$ cat config.mk
export PLATFORM = sky130hd
export DESIGN_NAME = keccak_squeeze_out_flat
export DESIGN_NICKNAME = d
export VERILOG_FILES = /design/src/rtl/pkg_keccak.sv /design/src/rtl/keccak_squeeze_out_if.sv /design/src/rtl/keccak_squeeze_out.sv /design/src/flat_wrapper.sv
export SDC_FILE = /design/constraint.sdc
export NUM_CORES = 1
export LEC_CHECK = 0
export CELL_PAD_IN_SITES_DETAIL_PLACEMENT = 0
export CELL_PAD_IN_SITES_GLOBAL_PLACEMENT = 1
export CORE_AREA = 2 2 659 661
export DETAILED_ROUTE_END_ITERATION = 8
export DIE_AREA = 0 0 661 663
export PLACE_DENSITY = 0.33
export SKIP_LAST_GASP = 1
export SLEW_MARGIN = 10
export SYNTH_ARGS = -nofsm -noshare
export SYNTH_HDL_FRONTEND = slang
export SYNTH_SLANG_ARGS = --single-unit
$ cat constraint.sdc
create_clock -name clk -period 2.47 [get_ports clk]
set_input_delay 0.247 -clock clk [delete_from_list [all_inputs] [get_ports clk]]
set_output_delay 0.247 -clock clk [all_outputs]
set_load 0.005 [all_outputs]
$ cat src/rtl/pkg_keccak.sv
// Keccak shared types: 64-bit lanes, 5x5 state indexed [y][x].
package pkg_keccak;

    localparam int unsigned N = 64;

    typedef logic [N-1:0] k_lane;
    typedef k_lane [4:0]  k_plane;
    typedef k_plane [4:0] k_state;

endpackage

$ cat src/rtl/keccak_squeeze_out_if.sv
// State-capture and lane-stream handshake bundle for keccak_squeeze_out.
interface keccak_squeeze_out_if #(
    parameter int unsigned N = pkg_keccak::N
);
    pkg_keccak::k_state state_i;
    logic               state_valid_i;
    logic               state_ready_o;
    logic [N-1:0]       dout_o;
    logic               dout_valid_o;
    logic               dout_ready_i;
    logic               dout_last_o;

    // Serializer side
    modport slave (
        input  state_i, state_valid_i, dout_ready_i,
        output state_ready_o, dout_o, dout_valid_o, dout_last_o
    );

    // Permutation core / digest consumer side
    modport master (
        output state_i, state_valid_i, dout_ready_i,
        input  state_ready_o, dout_o, dout_valid_o, dout_last_o
    );
endinterface

$ cat src/rtl/keccak_squeeze_out.sv
// Keccak output lane serializer: captures a full state in one cycle and
// streams lanes 0..NUM_OUT_LANES-1 (plane-major) over valid/ready.
// Optional feature macro: KECCAK_SQUEEZE_BYTESWAP_EN (byte-reverse each lane
// at capture for big-endian digest byte order).
module keccak_squeeze_out #(
    parameter int unsigned NUM_OUT_LANES = 4,
    parameter int unsigned N             = pkg_keccak::N
) (
    input  logic                 clk,
    input  logic                 rst_n,
    keccak_squeeze_out_if.slave  bus
);

    localparam int unsigned CW = $clog2(NUM_OUT_LANES) + 1;
    localparam int unsigned IW = (NUM_OUT_LANES > 1) ? $clog2(NUM_OUT_LANES) : 1;
    localparam int unsigned NB = N / 8;

    // Elaboration-time legality checks
    if ((NUM_OUT_LANES < 1) || (NUM_OUT_LANES > 25)) begin : g_bad_lanes
        $error("keccak_squeeze_out: NUM_OUT_LANES must be 1..25");
    end
`ifdef KECCAK_SQUEEZE_BYTESWAP_EN
    if ((N % 8) != 0) begin : g_bad_width
        $error("keccak_squeeze_out: byteswap requires N to be a multiple of 8");
    end
`endif

    typedef enum logic {
        ST_IDLE = 1'b0,
        ST_SEND = 1'b1
    } state_t;

    state_t        r_state;
    logic [CW-1:0] r_cnt;
    logic [N-1:0]  r_shadow [NUM_OUT_LANES];
    logic [N-1:0]  r_dout;
    logic          r_dout_valid;
    logic          r_dout_last;
    logic          r_state_ready;

    logic [N-1:0]  w_lane [NUM_OUT_LANES];
    logic [CW-1:0] w_next;
    logic [IW-1:0] w_next_idx;
    logic          w_unused_state;

    // Byte reversal of one lane (only referenced when the swap is enabled)
    function automatic logic [N-1:0] f_swap(input logic [N-1:0] v);
        logic [N-1:0] r;
        r = '0;
        for (int b = 0; b < int'(NB); b++) begin
            r[8*b +: 8] = v[8*(int'(NB)-1-b) +: 8];
        end
        return r;
    endfunction

    // Lane selection: lane i = state[i/5][i%5], optionally byte-reversed
    for (genvar gi = 0; gi < int'(NUM_OUT_LANES); gi++) begin : g_lane
        logic [N-1:0] w_raw;
        assign w_raw = N'(bus.state_i[3'(gi / 5)][3'(gi % 5)]);
`ifdef KECCAK_SQUEEZE_BYTESWAP_EN
        assign w_lane[gi] = f_swap(w_raw);
`else
        assign w_lane[gi] = w_raw;
`endif
    end

    // Lanes beyond the digest are intentionally dropped
    assign w_unused_state = ^bus.state_i;

    assign w_next     = r_cnt + CW'(1);
    assign w_next_idx = IW'(w_next);

    // Capture/stream FSM with registered handshake and data outputs
    always_ff @(posedge clk or negedge rst_n) begin
        if (!rst_n) begin
            r_state       <= ST_IDLE;
            r_cnt         <= '0;
            r_dout        <= '0;
            r_dout_valid  <= 1'b0;
            r_dout_last   <= 1'b0;
            r_state_ready <= 1'b1;
            for (int i = 0; i < int'(NUM_OUT_LANES); i++) begin
                r_shadow[i] <= '0;
            end
        end else begin
            case (r_state)
                ST_IDLE: begin
                    if (bus.state_valid_i) begin
                        for (int i = 0; i < int'(NUM_OUT_LANES); i++) begin
                            r_shadow[i] <= w_lane[i];
                        end
                        r_cnt         <= '0;
                        r_dout        <= w_lane[0];
                        r_dout_valid  <= 1'b1;
                        r_dout_last   <= (NUM_OUT_LANES == 1);
                        r_state_ready <= 1'b0;
                        r_state       <= ST_SEND;
                    end
                end
                ST_SEND: begin
                    if (bus.dout_ready_i) begin
                        if (r_dout_last) begin
                            r_cnt         <= '0;
                            r_dout        <= '0;
                            r_dout_valid  <= 1'b0;
                            r_dout_last   <= 1'b0;
                            r_state_ready <= 1'b1;
                            r_state       <= ST_IDLE;
                        end else begin
                            r_cnt       <= w_next;
                            r_dout      <= r_shadow[w_next_idx];
                            r_dout_last <= (w_next == CW'(NUM_OUT_LANES - 1));
                        end
                    end
                end
                default: begin
                    r_state <= ST_IDLE;
                end
            endcase
        end
    end

    assign bus.state_ready_o = r_state_ready;
    assign bus.dout_o        = r_dout;
    assign bus.dout_valid_o  = r_dout_valid;
    assign bus.dout_last_o   = r_dout_last;

endmodule

$ cat src/flat_wrapper.sv
// flat-port wrapper written by rule: the top's interface ports become plain ports
module keccak_squeeze_out_flat 
#(
    parameter int unsigned NUM_OUT_LANES = 4,
    parameter int unsigned N             = pkg_keccak::N
)
  (clk, rst_n, bus_state_i, bus_state_valid_i, bus_dout_ready_i, bus_state_ready_o, bus_dout_o, bus_dout_valid_o, bus_dout_last_o);
  keccak_squeeze_out_if #(.N(N)) bus_i ();
  input  logic clk;
  input  logic rst_n;
  input wire logic [$bits(bus_i.state_i)-1:0] bus_state_i;
  input wire logic [$bits(bus_i.state_valid_i)-1:0] bus_state_valid_i;
  input wire logic [$bits(bus_i.dout_ready_i)-1:0] bus_dout_ready_i;
  output wire logic [$bits(bus_i.state_ready_o)-1:0] bus_state_ready_o;
  output wire logic [$bits(bus_i.dout_o)-1:0] bus_dout_o;
  output wire logic [$bits(bus_i.dout_valid_o)-1:0] bus_dout_valid_o;
  output wire logic [$bits(bus_i.dout_last_o)-1:0] bus_dout_last_o;
  assign bus_i.state_i = bus_state_i;
  assign bus_i.state_valid_i = bus_state_valid_i;
  assign bus_i.dout_ready_i = bus_dout_ready_i;
  assign bus_state_ready_o = bus_i.state_ready_o;
  assign bus_dout_o = bus_i.dout_o;
  assign bus_dout_valid_o = bus_i.dout_valid_o;
  assign bus_dout_last_o = bus_i.dout_last_o;
  keccak_squeeze_out #(.NUM_OUT_LANES(NUM_OUT_LANES), .N(N)) u_core (.clk(clk), .rst_n(rst_n), .bus(bus_i));
endmodule
==> impl_metrics.csv <==
group,metric,value,unit
status,status,"finished clean",
setup_path,start_kind,"flip-flop",
synth,synthMuxAreaShare,32.90,%
detailed_routing,drt_iter0_drc,273,
setup_path,critPathKind,"reg -> out",
synth,synth_edf_count,0,
cts,ctsResizeCount,0,
synth,yosys_most_used_dff,"dfrtp_1",
detailed_routing,drc,0,
detailed_routing,dr_wl_met3,8982,µm
setup_path,reg2reg_depth,7,
cells_and_area,fill_cells,50310,
synth,synth_fp_nets,2749,
detailed_routing,first_pass_iters,4,
global_route,grt_pass1_vias,11770,
sta,relSlewSlack,54.10,%
floorplan,placement_rows,242,
detailed_routing,wl,84910,µm
floorplan,dieHeight,663,µm
floorplan,io_pins,1671,
synth,syn_avg_cell_area,13.53,µm²
cts,cts.sinks,327,
global_route,grt_overflow,0,
flow_run,maxCapViolCount,0,
cts,clock_latency,0.69,ns
setup_path,cpPeakStageDelay,0.92,ns
cts,cts_tree,"yes",
synth,synthCells,1143,
detailed_routing,vias,10610,
synth,synth-seq-area-share,52.93,%
sta,fmax,0.4454,GHz
floorplan,core_area,0.4321,mm²
floorplan,die_area,0.4382,mm²
detailed_routing,wl_met1,34280,µm
setup_path,critPathMaxFanout,2,
sta,setup_viol,0,
placed_design,place_congestion,0.6539,
detailed_routing,wire_per_inst,11.67,µm
pwr,p_leak,9.553,nW
sta,min_period,2.245,ns
global_route,grt_max_degree,73,
sta,fin_tns_setup,0,ns
sta,max_slew.worst_pin.slew,0.6863,ns
setup_path,cp_slowest_cell,"clkdlybuf4s50_1",
setup_path,cp_data_arrival_time,2.00,ns
detailed_routing,wl_met2,39460,µm
setup_path,crit_family,"buffers and inverters",
cells_and_area,drive_gt1_share,34.71,%
synth,yosys.area_share.simple,5.260,%
pwr,power_per_cell_area,1123,mW/mm²
global_route,grt_pass1_wl,112200,µm
synth,synth_top_family_by_area,"multiplexers",
synth,ys_top_cells_by_count,"326 x dfrtp_1, 200 x mux2_4, 185 x mux2_2",
synth,synth_area_leaders,"dfrtp_1 53%, mux2_4 19%, mux2_2 13%",
setup_path,worstPathCellList,"clkdlybuf4s50_1",
sta,fin_skew,0.04737,ns
setup_path,cp_num_buf_inv,1,
cts,cts_max_level,2,
sta,rsz0062_at_grt,"no",
floorplan,initial_core_util,3.578,%
synth,synth_most_common_cell,"dfrtp_1",
synth,synthDistinctLibCells,27,
global_route,antenna_found_initial,64,
setup_path,cp_num_cells,1,
worst_hold_path,hp-class,"in -> async",
synth,synth_xor_area_share,0.05665,%
sta,fin_crit_sh,90.89,%
cts,cts_buffers,46,
placed_design,numPortBuffers,326,
detailed_routing,vias_per_cell,1.457,
synth,synth_compound_area_share,5.017,%
cts,clk_path_buf_depth,3,
floorplan,die_w,661,µm
synth,synthAdderAreaFrac,0.1619,%
setup_path,cp-end-kind,"output port",
setup_path,required,2.22,ns
synth,syn_area,0.01546,mm²
detailed_routing,top_layer,"met5",
cts,cts-root-buf,"clkbuf_16",
synth,synthDominantAreaCellType,"dfrtp_1",
sta,drv_slew,0,
global_route,track_usage,3.831,%
synth,synth-async-reset-ratio,100.0,%
sta,timing.final.hold_violations,0,
synth,ys_ff_latch,327,
cells_and_area,layout.nets,3102,
synth,yosys_warnings,0,
pwr,vdd_drop_max,0.9963,mV
sta,whs,0.1206,ns
cells_and_area,syn_to_final_growth,79.61,%
synth,yosysTopAreaCellShare,52.76,%
placed_design,post-dp-hpwl,64680,µm
cts,clk_pin_slew,0.07,ns
detailed_routing,drt.antenna.violating_nets,0,
==> power breakdown <==
part	total [W]	switching [W]	internal, W
Clock	0.00711	0.00314	0.00397
Combinational	0.0144	0.00670	0.00773
Sequential	0.00966	0.00154	0.00812
Total	0.0312	0.0114	0.0198
==> cells in the final DEF (no fill, tap or decap), types with 2 or more instances in the layout <==
cell               n
dfrtp_1          326
clkdlybuf4s50_1  320
mux2_4           201
mux2_2           184
nand2_1          132
nor2_1            66
a31oi_1           65
o21ai_0           64
clkbuf_16         46
buf_4             34
buf_12            29
clkbuf_8          17
diode_2           15
clkbuf_1           6
clkinvlp_4         5
a21oi_1            4
inv_1              3
clkinv_2           3
nand3_1            2
nand2b_1           2
clkinv_16          2
==> stage by stage <==
stage          instance area (µm²)  worst slack, ns  power [W]  utilization, %  cells
2_1_floorplan                15460           0.7320    0.01775               -   1143
4_1_cts                      27730          0.03517    0.03273           6.418   7264
3_3_place_gp                 26170           0.2102    0.02516           6.056   7181
6_report                     27770           0.2250    0.03120           6.427   7279
5_1_grt                      27740          0.08966    0.03374           6.420   7266
3_5_place_dp                 26170           0.2204    0.02514           6.056   7181
==> routing by layer <==
| metal | GRT usage, % | vias up |
|---|---|---|
| li1 | - | 4777 |
| met1 | 4.445 | 5293 |
| met2 | 6.301 | 319 |
| met3 | 1.910 | 160 |
| met4 | 0.7889 | 56 |
| met5 | 0 | - |
==> registers in the layout, summed over array words and instances, names as in the netlist <==
| register | count |
|---|---|
| u_core.r_state | 1 |
| u_core.bus.dout_valid_o | 1 |
| u_core.r_shadow | 256 |
| u_core.r_cnt | 3 |
| u_core.bus.dout_last_o | 1 |
| u_core.bus.state_ready_o | 1 |
| u_core.bus.dout_o | 64 |
==> logic make-up (layout without fill, tap and decap cells) <==
| group | Yosys count | in the layout |
|---|---|---|
| muxes | 385 | 385 |
| DFF | 327 | 327 |
| and+or+nand+nor | 208 | 208 |
| AOI/OAI and AO/OA | 137 | 137 |
| buffers and inverters | 83 | 470 |
| adders and majority gates | 2 | 2 |
| xor gates and xnor gates | 1 | 1 |
| other | 0 | 15 |
==> path summary, 6_finish.rpt <==
kind | start | to | slack, ns
max | u_core.bus.dout_o[9] | bus_dout_o[9] | 0.23
min | rst_n | u_core.r_shadow[216] | 0.12
max reg2reg | u_core.r_cnt[0] | u_core.bus.dout_o[6] | 0.33
min reg2reg | u_core.r_shadow[244] | u_core.r_shadow[244] | 0.50
max in group asynchronous | rst_n | u_core.r_shadow[61] | 1.43
min in group clk | bus_state_i[76] | u_core.r_shadow[140] | 0.17
==> layout make-up <==
class | count | area (µm²) | share of cell area, %
Tap cell | 5734 | 7174 | 25.83
Inverter | 3 | 11.26 | 0.04055
Sequential cell | 327 | 8184 | 29.47
Multi-Input combinational cell | 733 | 6741 | 24.28
Antenna cell | 15 | 37.54 | 0.1352
Timing Repair Buffer | 385 | 4064 | 14.63
Clock inverter | 13 | 150.1 | 0.5407
Clock buffer | 69 | 1408 | 5.069
==> repair_timing <==
| action | CTS | global route |
|---|---|---|
| buffers inserted | 0 | 0 |
| endpoints found under the hold margin | 186 | 0 |
| hold buffers | 1 | 0 |
Power figures use the tool's default switching activity.
